## config.mk

```make
export PLATFORM = sky130hd
export DESIGN_NAME = unidade_logica_aritmetica_multiciclo
export DESIGN_NICKNAME = d
export VERILOG_FILES = /design/src/rtl/unidade_logica_aritmetica_multiciclo.sv
export SDC_FILE = /design/constraint.sdc
export NUM_CORES = 2
export LEC_CHECK = 0
export CAP_MARGIN = 20
export CORE_MARGIN = 2
export CORE_UTILIZATION = 28
export CTS_BUF_LIST = sky130_fd_sc_hd__clkbuf_8
export CTS_CLUSTER_SIZE = 20
export DETAILED_ROUTE_END_ITERATION = 6
export REMOVE_ABC_BUFFERS = 1
export SLEW_MARGIN = 20
export SYNTH_ARGS = -nofsm -noshare
export SYNTH_HDL_FRONTEND = slang
export SYNTH_SLANG_ARGS = --single-unit
```

## constraint.sdc

```tcl
create_clock -name clock -period 7.7 [get_ports clock]
set_input_delay 1.54 -clock clock [delete_from_list [all_inputs] [get_ports clock]]
set_output_delay 1.54 -clock clock [all_outputs]
set_load 0.005 [all_outputs]
```

## src/rtl/unidade_logica_aritmetica_multiciclo.sv

```systemverilog
// Registered integer ALU for the iZero datapath: single-cycle logic/shift/move ops,
// iterative shift-add MUL and restoring DIV behind a start/ocupado/pronto handshake.
module unidade_logica_aritmetica_multiciclo #(
    parameter  int WIDTH   = 32,
    localparam int SHIFT_W = $clog2(WIDTH)
) (
    input  logic               clock,
    input  logic               reset,
    input  logic               start,
    input  logic [3:0]         aluOp,
    input  logic               sinal,
    input  logic [WIDTH-1:0]   A,
    input  logic [WIDTH-1:0]   B,
    input  logic [SHIFT_W-1:0] shift,
    output logic [WIDTH-1:0]   resultado,
    output logic [WIDTH-1:0]   resto,
    output logic               maior,
    output logic               igual,
    output logic               menor,
    output logic               div_zero,
    output logic               ocupado,
    output logic               pronto
);

    localparam logic [1:0] OCIOSO  = 2'd0;
    localparam logic [1:0] CALC    = 2'd1;
    localparam logic [1:0] CONCLUI = 2'd2;

    localparam logic [3:0] OP_ADD  = 4'b0000;
    localparam logic [3:0] OP_SUB  = 4'b0001;
    localparam logic [3:0] OP_MUL  = 4'b0010;
    localparam logic [3:0] OP_DIV  = 4'b0011;
    localparam logic [3:0] OP_AND  = 4'b0100;
    localparam logic [3:0] OP_OR   = 4'b0101;
    localparam logic [3:0] OP_XOR  = 4'b0110;
    localparam logic [3:0] OP_NOT  = 4'b0111;
    localparam logic [3:0] OP_SLL  = 4'b1000;
    localparam logic [3:0] OP_SRL  = 4'b1001;
    localparam logic [3:0] OP_PASA = 4'b1010;
    localparam logic [3:0] OP_PASB = 4'b1011;
    localparam logic [3:0] OP_SRA  = 4'b1100;

    localparam logic [SHIFT_W:0] CONT_INI = (SHIFT_W + 1)'(WIDTH);
    localparam logic [SHIFT_W:0] CONT_UM  = (SHIFT_W + 1)'(1);

    logic [1:0]         estado;
    logic [SHIFT_W:0]   contador;
    logic               eh_div;
    logic               sinal_r;
    logic               neg_q;
    logic               neg_r;
    logic [WIDTH-1:0]   a_r;
    logic [WIDTH-1:0]   b_r;
    logic [WIDTH-1:0]   mb;
    logic [WIDTH-1:0]   q;
    logic [WIDTH-1:0]   acc;

    logic               eh_multi;
    logic [WIDTH-1:0]   mag_a;
    logic [WIDTH-1:0]   mag_b;
    logic [WIDTH:0]     soma;
    logic [WIDTH:0]     r_sh;
    logic [WIDTH:0]     dif;
    logic [2*WIDTH-1:0] produto;
    logic [WIDTH-1:0]   quociente;
    logic [WIDTH-1:0]   resto_div;
    logic [WIDTH-1:0]   simples;

    // {maior, igual, menor}; exactly one bit is set.
    function automatic logic [2:0] comparar(input logic [WIDTH-1:0] x, input logic [WIDTH-1:0] y,
                                            input logic s);
        logic lt;
        lt = s ? ($signed(x) < $signed(y)) : (x < y);
        if (x == y)
            return 3'b010;
        else if (lt)
            return 3'b001;
        else
            return 3'b100;
    endfunction

    assign eh_multi = (aluOp == OP_MUL) || (aluOp == OP_DIV);
    assign mag_a    = (sinal && A[WIDTH-1]) ? -A : A;
    assign mag_b    = (sinal && B[WIDTH-1]) ? -B : B;

    // acc:q is the running product (mul) or partial remainder:dividend (div).
    assign soma      = {1'b0, acc} + (q[0] ? {1'b0, mb} : '0);
    assign r_sh      = {acc, q[WIDTH-1]};
    assign dif       = r_sh - {1'b0, mb};
    assign produto   = neg_q ? -{acc, q} : {acc, q};
    assign quociente = neg_q ? -q : q;
    assign resto_div = neg_r ? -acc : acc;

    // NOTE: every output of a combinational block gets a default first, so no path infers a latch.
    always_comb begin
        simples = '0;
        case (aluOp)
            OP_ADD:  simples = A + B;
            OP_SUB:  simples = A - B;
            OP_AND:  simples = A & B;
            OP_OR:   simples = A | B;
            OP_XOR:  simples = A ^ B;
            OP_NOT:  simples = ~A;
            OP_SLL:  simples = A << shift;
            OP_SRL:  simples = A >> shift;
            OP_SRA:  simples = $signed(A) >>> shift;
            OP_PASA: simples = A;
            OP_PASB: simples = B;
            default: simples = '0;
        endcase
    end

    // NOTE: state uses non-blocking assignments only; the synchronous reset also clears the
    // datapath registers so a reset mid-operation leaves nothing stale behind.
    always_ff @(posedge clock) begin
        if (!reset) begin
            estado    <= OCIOSO;
            contador  <= '0;
            eh_div    <= 1'b0;
            sinal_r   <= 1'b0;
            neg_q     <= 1'b0;
            neg_r     <= 1'b0;
            a_r       <= '0;
            b_r       <= '0;
            mb        <= '0;
            q         <= '0;
            acc       <= '0;
            resultado <= '0;
            resto     <= '0;
            maior     <= 1'b0;
            igual     <= 1'b0;
            menor     <= 1'b0;
            div_zero  <= 1'b0;
            ocupado   <= 1'b0;
            pronto    <= 1'b0;
        end else begin
            pronto <= 1'b0;
            case (estado)
                OCIOSO: begin
                    if (start && eh_multi) begin
                        estado   <= CALC;
                        contador <= CONT_INI;
                        ocupado  <= 1'b1;
                        eh_div   <= (aluOp == OP_DIV);
                        sinal_r  <= sinal;
                        a_r      <= A;
                        b_r      <= B;
                        mb       <= mag_b;
                        q        <= mag_a;
                        acc      <= '0;
                        neg_q    <= sinal & (A[WIDTH-1] ^ B[WIDTH-1]);
                        neg_r    <= sinal & A[WIDTH-1];
                    end else if (start) begin
                        resultado               <= simples;
                        resto                   <= '0;
                        {maior, igual, menor}   <= comparar(A, B, sinal);
                        div_zero                <= 1'b0;
                        pronto                  <= 1'b1;
                    end
                end
                CALC: begin
                    contador <= contador - CONT_UM;
                    if (contador == CONT_UM)
                        estado <= CONCLUI;
                    if (eh_div) begin
                        // Restoring step: keep the subtraction only when it did not go negative.
                        if (!dif[WIDTH]) begin
                            acc <= dif[WIDTH-1:0];
                            q   <= {q[WIDTH-2:0], 1'b1};
                        end else begin
                            acc <= r_sh[WIDTH-1:0];
                            q   <= {q[WIDTH-2:0], 1'b0};
                        end
                    end else begin
                        acc <= soma[WIDTH:1];
                        q   <= {soma[0], q[WIDTH-1:1]};
                    end
                end
                CONCLUI: begin
                    estado                <= OCIOSO;
                    ocupado               <= 1'b0;
                    pronto                <= 1'b1;
                    {maior, igual, menor} <= comparar(a_r, b_r, sinal_r);
                    if (!eh_div) begin
                        {resto, resultado} <= produto;
                        div_zero           <= 1'b0;
                    end else if (b_r == '0) begin
                        resultado <= '1;
                        resto     <= a_r;
                        div_zero  <= 1'b1;
                    end else begin
                        resultado <= quociente;
                        resto     <= resto_div;
                        div_zero  <= 1'b0;
                    end
                end
                default: estado <= OCIOSO;
            endcase
        end
    end

endmodule

```

Yosys cells after proc, flatten, opt, wreduce, memory -nomap -nowiden
Index checks and enable logic that the tools add are counted. Widths: inputs -> output; s select.

Register bits after elaboration: 242. Bits of input ports: 77.

$add $sub $neg: 10. Magnitude comparators: 4. Equal/unequal tests: 21. Shift-type cells: 3. Multiplexer cells: 55. Bitwise logic cells: 7. Reduce and logical (&&, ||, !) cells: 14.

Operators with widths (count): $mux 32 (18); $pmux 32 s11 (1); $pmux 32 s2 (4); $lt 32x32->1 (4); $neg 32->32 (4); $eq 32x32->1 (2); $mux 64 (1); $neg 64->64 (1); $add 32x32->33 (1); $sub 33x32->33 (1); $add 32x32->32 (1); $and 32x32->32 (1); $logic_not 32->1 (1); $not 32->32 (1); $or 32x32->32 (1); $shl 32x5->32 (1); $shr 32x5->32 (1); $sshr 32x5->32 (1); $sub 32x32->32 (1); $xor 32x32->32 (1); $eq 4x4->1 const B (5); $eq 4x3->1 const B (4); $mux 1 (16); $mux 3 (4); 21 further kinds (38).

Depth between registers and ports, before layout
Word-level depth: 7. Gate-level depth with buffers: 15. Depth with buffers taken out: 14.

Worst setup path after synthesis
No wires, ideal clock.

Path kind: input to register. Start: input A[10]. End: register resultado[25]. Library setup time: 132 ps. Arrival time: 4380 ps. Data required time: 7568 ps. Path slack: 3188 ps. Stages on the path: 13. Buffers on the path: 1. Cell sequence: clkbuf_1 inv_1 ha_1 or3_1 or3_1 a31oi_1 o31a_1 o31a_1 a311oi_1 o311a_1 or3_1 nand3_1 a21oi_1.

Cells in the longest elaborated chain, start to end: 5. Elaborated cells between the ends (all ways): 9. Those cells by class: add/sub: 2; shift: 3; mux: 4.

RTL lines: start: declaration (RTL line 12) `input logic [WIDTH-1:0] A,`; $sub 32x32->32 (tied with other cells) (RTL line 99) `OP_SUB: simples = A - B;`; $pmux 32 s11 * (RTL line 97) `case (aluOp)`; $mux 32 * (RTL line 153) `end else if (start) begin`; $mux 32 * (RTL line 140) `if (start && eh_multi) begin`; $pmux 32 s2 * (RTL line 138) `case (estado)`; end signal: assignment (RTL line 154) `resultado <= simples;`; end signal: assignment (RTL line 185) `{resto, resultado} <= produto;`; end signal: assignment (RTL line 192) `resultado <= quociente;`; end: declaration (RTL line 15) `output logic [WIDTH-1:0] resultado,`.

Mark *: on every way between the ends. The rest lies on a longest branch, timed or not. The select of a mux whose other input is x is not followed. A chain may end at the register's enable or synchronous reset.

Final worst setup path
Start: input A[1]. End: register resultado[21].

The elaborated chain is that of the path after synthesis.

==> impl_results.md <==
* Status: completed
* Total iterations of the first detailed-routing run at 7
* Max VDD drop at 0.0872 mV
* Setup slack after layout at 2.37 ns
* Ys async rst share at 0%
* GRT Total Usage at 24.1%
* Cts repair resizes at 0
* Syn Inst Count at 3687
* Met1 wire length at 51.6 mm
* Synth Register Bits at 241
* Die H at 313 um
* ANT nets after route at 0
* Starting density of the core at 28.2%
* RR Endpoint: acc[3]
* Fin. Hold Viols at 0
* HPWL after DPL at 94.2 mm
* Vias in the first global route at 27454
* Tcrit/Tclk final at 69.2%
* Initial antenna violation count at 7
* First-pass GRT wire length at 181 mm
* Post-Syn Area at 26700 um2
* Worst slew pin tran at 1.17 ns
* Max Clock Skew at 0.0371 ns
* Power Total at 4.27 mW
* Netlist cell types at 94
* Wire per inst at 24.8 um
* Post-CTS setup buffer count at 0
* Vias at 29035
* Total negative slack at 0 ns
* RePlAce Congestion at 0.971
* CP required at 8.22 ns
* CTS Buf Count at 46
* Layout Nets at 3960
* Worst-path fanout max at 14
* Top layer in use: met5
* DRC viols at 0
* Max_cap viols at 0
* DP Area at 29300 um2
* Main synth FF type: dfxtp_1
* Leak at 11.5 nW
* Hold path depth at 2
* # setup viols final at 0
* Initial DRC count at 3275
* Metal3 WL at 10.3 mm
* Area Growth Syn to Fin at 13.9%
* Highest Clock Rate at 188 MHz
* Worst skew pair latency at 0.65 ns
* RSZ-0062 raised after global routing: no
* Via/cell ratio at 5.84
* Max-slew violations at 0
* Finished layout cell area at 30400 um2
* Die width at 313 um
* Port buffer count at 146
* Post-synth EDFFs at 0
* Synth warn at 0
* Met2 wire len at 55.4 mm
* Slew HR at 22.0%
* R2r worst-path depth at 13
* IO Count at 147
* Hold WC Path Type: reg2reg
* H-tree Lvls at 2
* Hold Startpoint: resto[20]
* Largest net degree at the start of global routing at 78
* Most common cell after layout, fill and taps aside: nand2_1
* Critical path class: in2reg
* CTS tree: done
* Fraction of layout cells with a size suffix above 1 at 7.50%
* Clk sinks at 241
* Site row count at 113
* Worst EP arrival at 5.85 ns
* Core Region at 94700 um2
* WL final at 123 mm
* Seq/Total Area, Yosys at 18.1%
* Grt ovf at 0
* Post-layout min period at 5.33 ns
* WHS at 0.450 ns
* CP Capture Type: flop
* Hold EP: resto[20]
* # hold bufs at CTS at 0
* Pwr dens at 140 nW/um2
* CTS root buf: clkbuf_8
* Worst slack, placed at 1.83 ns
* Commonest non-fill, non-tap cells in the layout: nand2_1, a21oi_1, nor2_1
* Area of the die at 97800 um2
* CTS clock-pin slew for the worst setup and hold paths at 0.07 ns
* Clock buffer depth at 3
* Worst setup SP type: input pin
* Synth Area per Inst at 7.24 um2
* RR Startpoint: acc[0]
* R2R Setup Slk at 3.01 ns
[stage by stage]
stage	cells	util [%]
finish	4973	32.1
global route	4971	32.1
CTS	4968	32.0
detailed placement	4887	30.9
global placement	4887	30.9
floorplan	3390	-
[cells in the mapped netlist, drive strengths merged, types with 25 or more instances]
| master | instances | area [um2] |
|---|---|---|
| mux2i | 122 | 1220 |
| buf | 66 | 298 |
| xor2 | 64 | 561 |
| or3 | 38 | 238 |
| a21oi | 404 | 2030 |
| nand2b | 30 | 195 |
| a22oi | 25 | 188 |
| o31ai | 38 | 290 |
| a21o | 50 | 375 |
| inv | 200 | 751 |
| o211ai | 46 | 345 |
| o21ai | 245 | 1230 |
| nor4 | 31 | 230 |
| o22ai | 31 | 194 |
| a31oi | 35 | 219 |
| nor2 | 343 | 1290 |
| dfxtp | 241 | 4820 |
| nor3 | 55 | 280 |
| mux4 | 49 | 1100 |
| a211oi | 112 | 841 |
| o21bai | 27 | 203 |
| nand4 | 30 | 188 |
| a221oi | 33 | 289 |
| clkbuf | 231 | 868 |
| nand3 | 66 | 330 |
| ha | 207 | 2590 |
| nand2 | 406 | 1520 |
| xnor2 | 143 | 1250 |
[where the power goes]
| group | internal, mW | leakage [nW] | switching, mW |
|---|---|---|---|
| sequential | 1.28 | 1.95 | 0.0525 |
| clock | 0.844 | 0.555 | 0.656 |
| combinational | 0.518 | 8.96 | 0.913 |
[cell type report]
type / count / area [um2]
fill: 10327 / 64300
multi-input combinational: 2949 / 20000
sequential: 241 / 4830
timing repair buffer: 234 / 2150
tap: 1265 / 1580
inverter: 200 / 756
clock buffer: 54 / 743
clock inverter: 27 / 294
antenna: 3 / 7.51
[logic make-up (layout without fill, tap and decap cells)]
family	Yosys count	after routing	share of synthesized area (%)
buf+inv	497	515	7.18
fa+ha+maj	211	211	10.0
xor+xnor	207	207	6.79
mux	184	184	9.26
compound gates	1239	1239	29.8
simple gates	1108	1108	18.9
other cells	0	3	0
flops	241	241	18.1
[flip-flops by register name, summed over array words and instances, names as in the netlist, 2 cells and up]
name       count
a_r           32
acc           32
b_r           32
q             32
resto         32
resultado     32
mb            31
contador       6
estado         2
[critical path, stage by stage]
cell and delay [ns]:
clkdlybuf4s50_1 0.83, inv_1 0.22, ha_1 0.43, nor2_1 0.09, o21ai_0 0.34, a31oi_1 0.22
o31a_1 0.35, o31a_1 0.38, a311oi_1 0.68, mux2i_1 0.20, xnor2_1 0.18, a221oi_1 0.26
o22ai_1 0.12
[per-layer routing]
metal / track usage (%) / up-vias
met5: 0 / -
met4: 10.3 / 10
met3: 3.94 / 272
met2: 38.9 / 1474
met1: 31.8 / 13886
li1: - / 13393
[how the worst max path moves through the flow]
stage / start / to / slack, ns / cells past startpoint
floorplan: aluOp[2] / q[0] / 0.70 / 5
global placement: B[25] / menor / 1.50 / 9
detailed placement: B[10] / resultado[25] / 1.83 / 13
CTS: B[10] / resultado[25] / 2.52 / 13
global route: A[3] / resultado[21] / 2.23 / 13
finish: A[1] / resultado[21] / 2.37 / 13
Note: power is estimated with default switching activity, not from simulation.
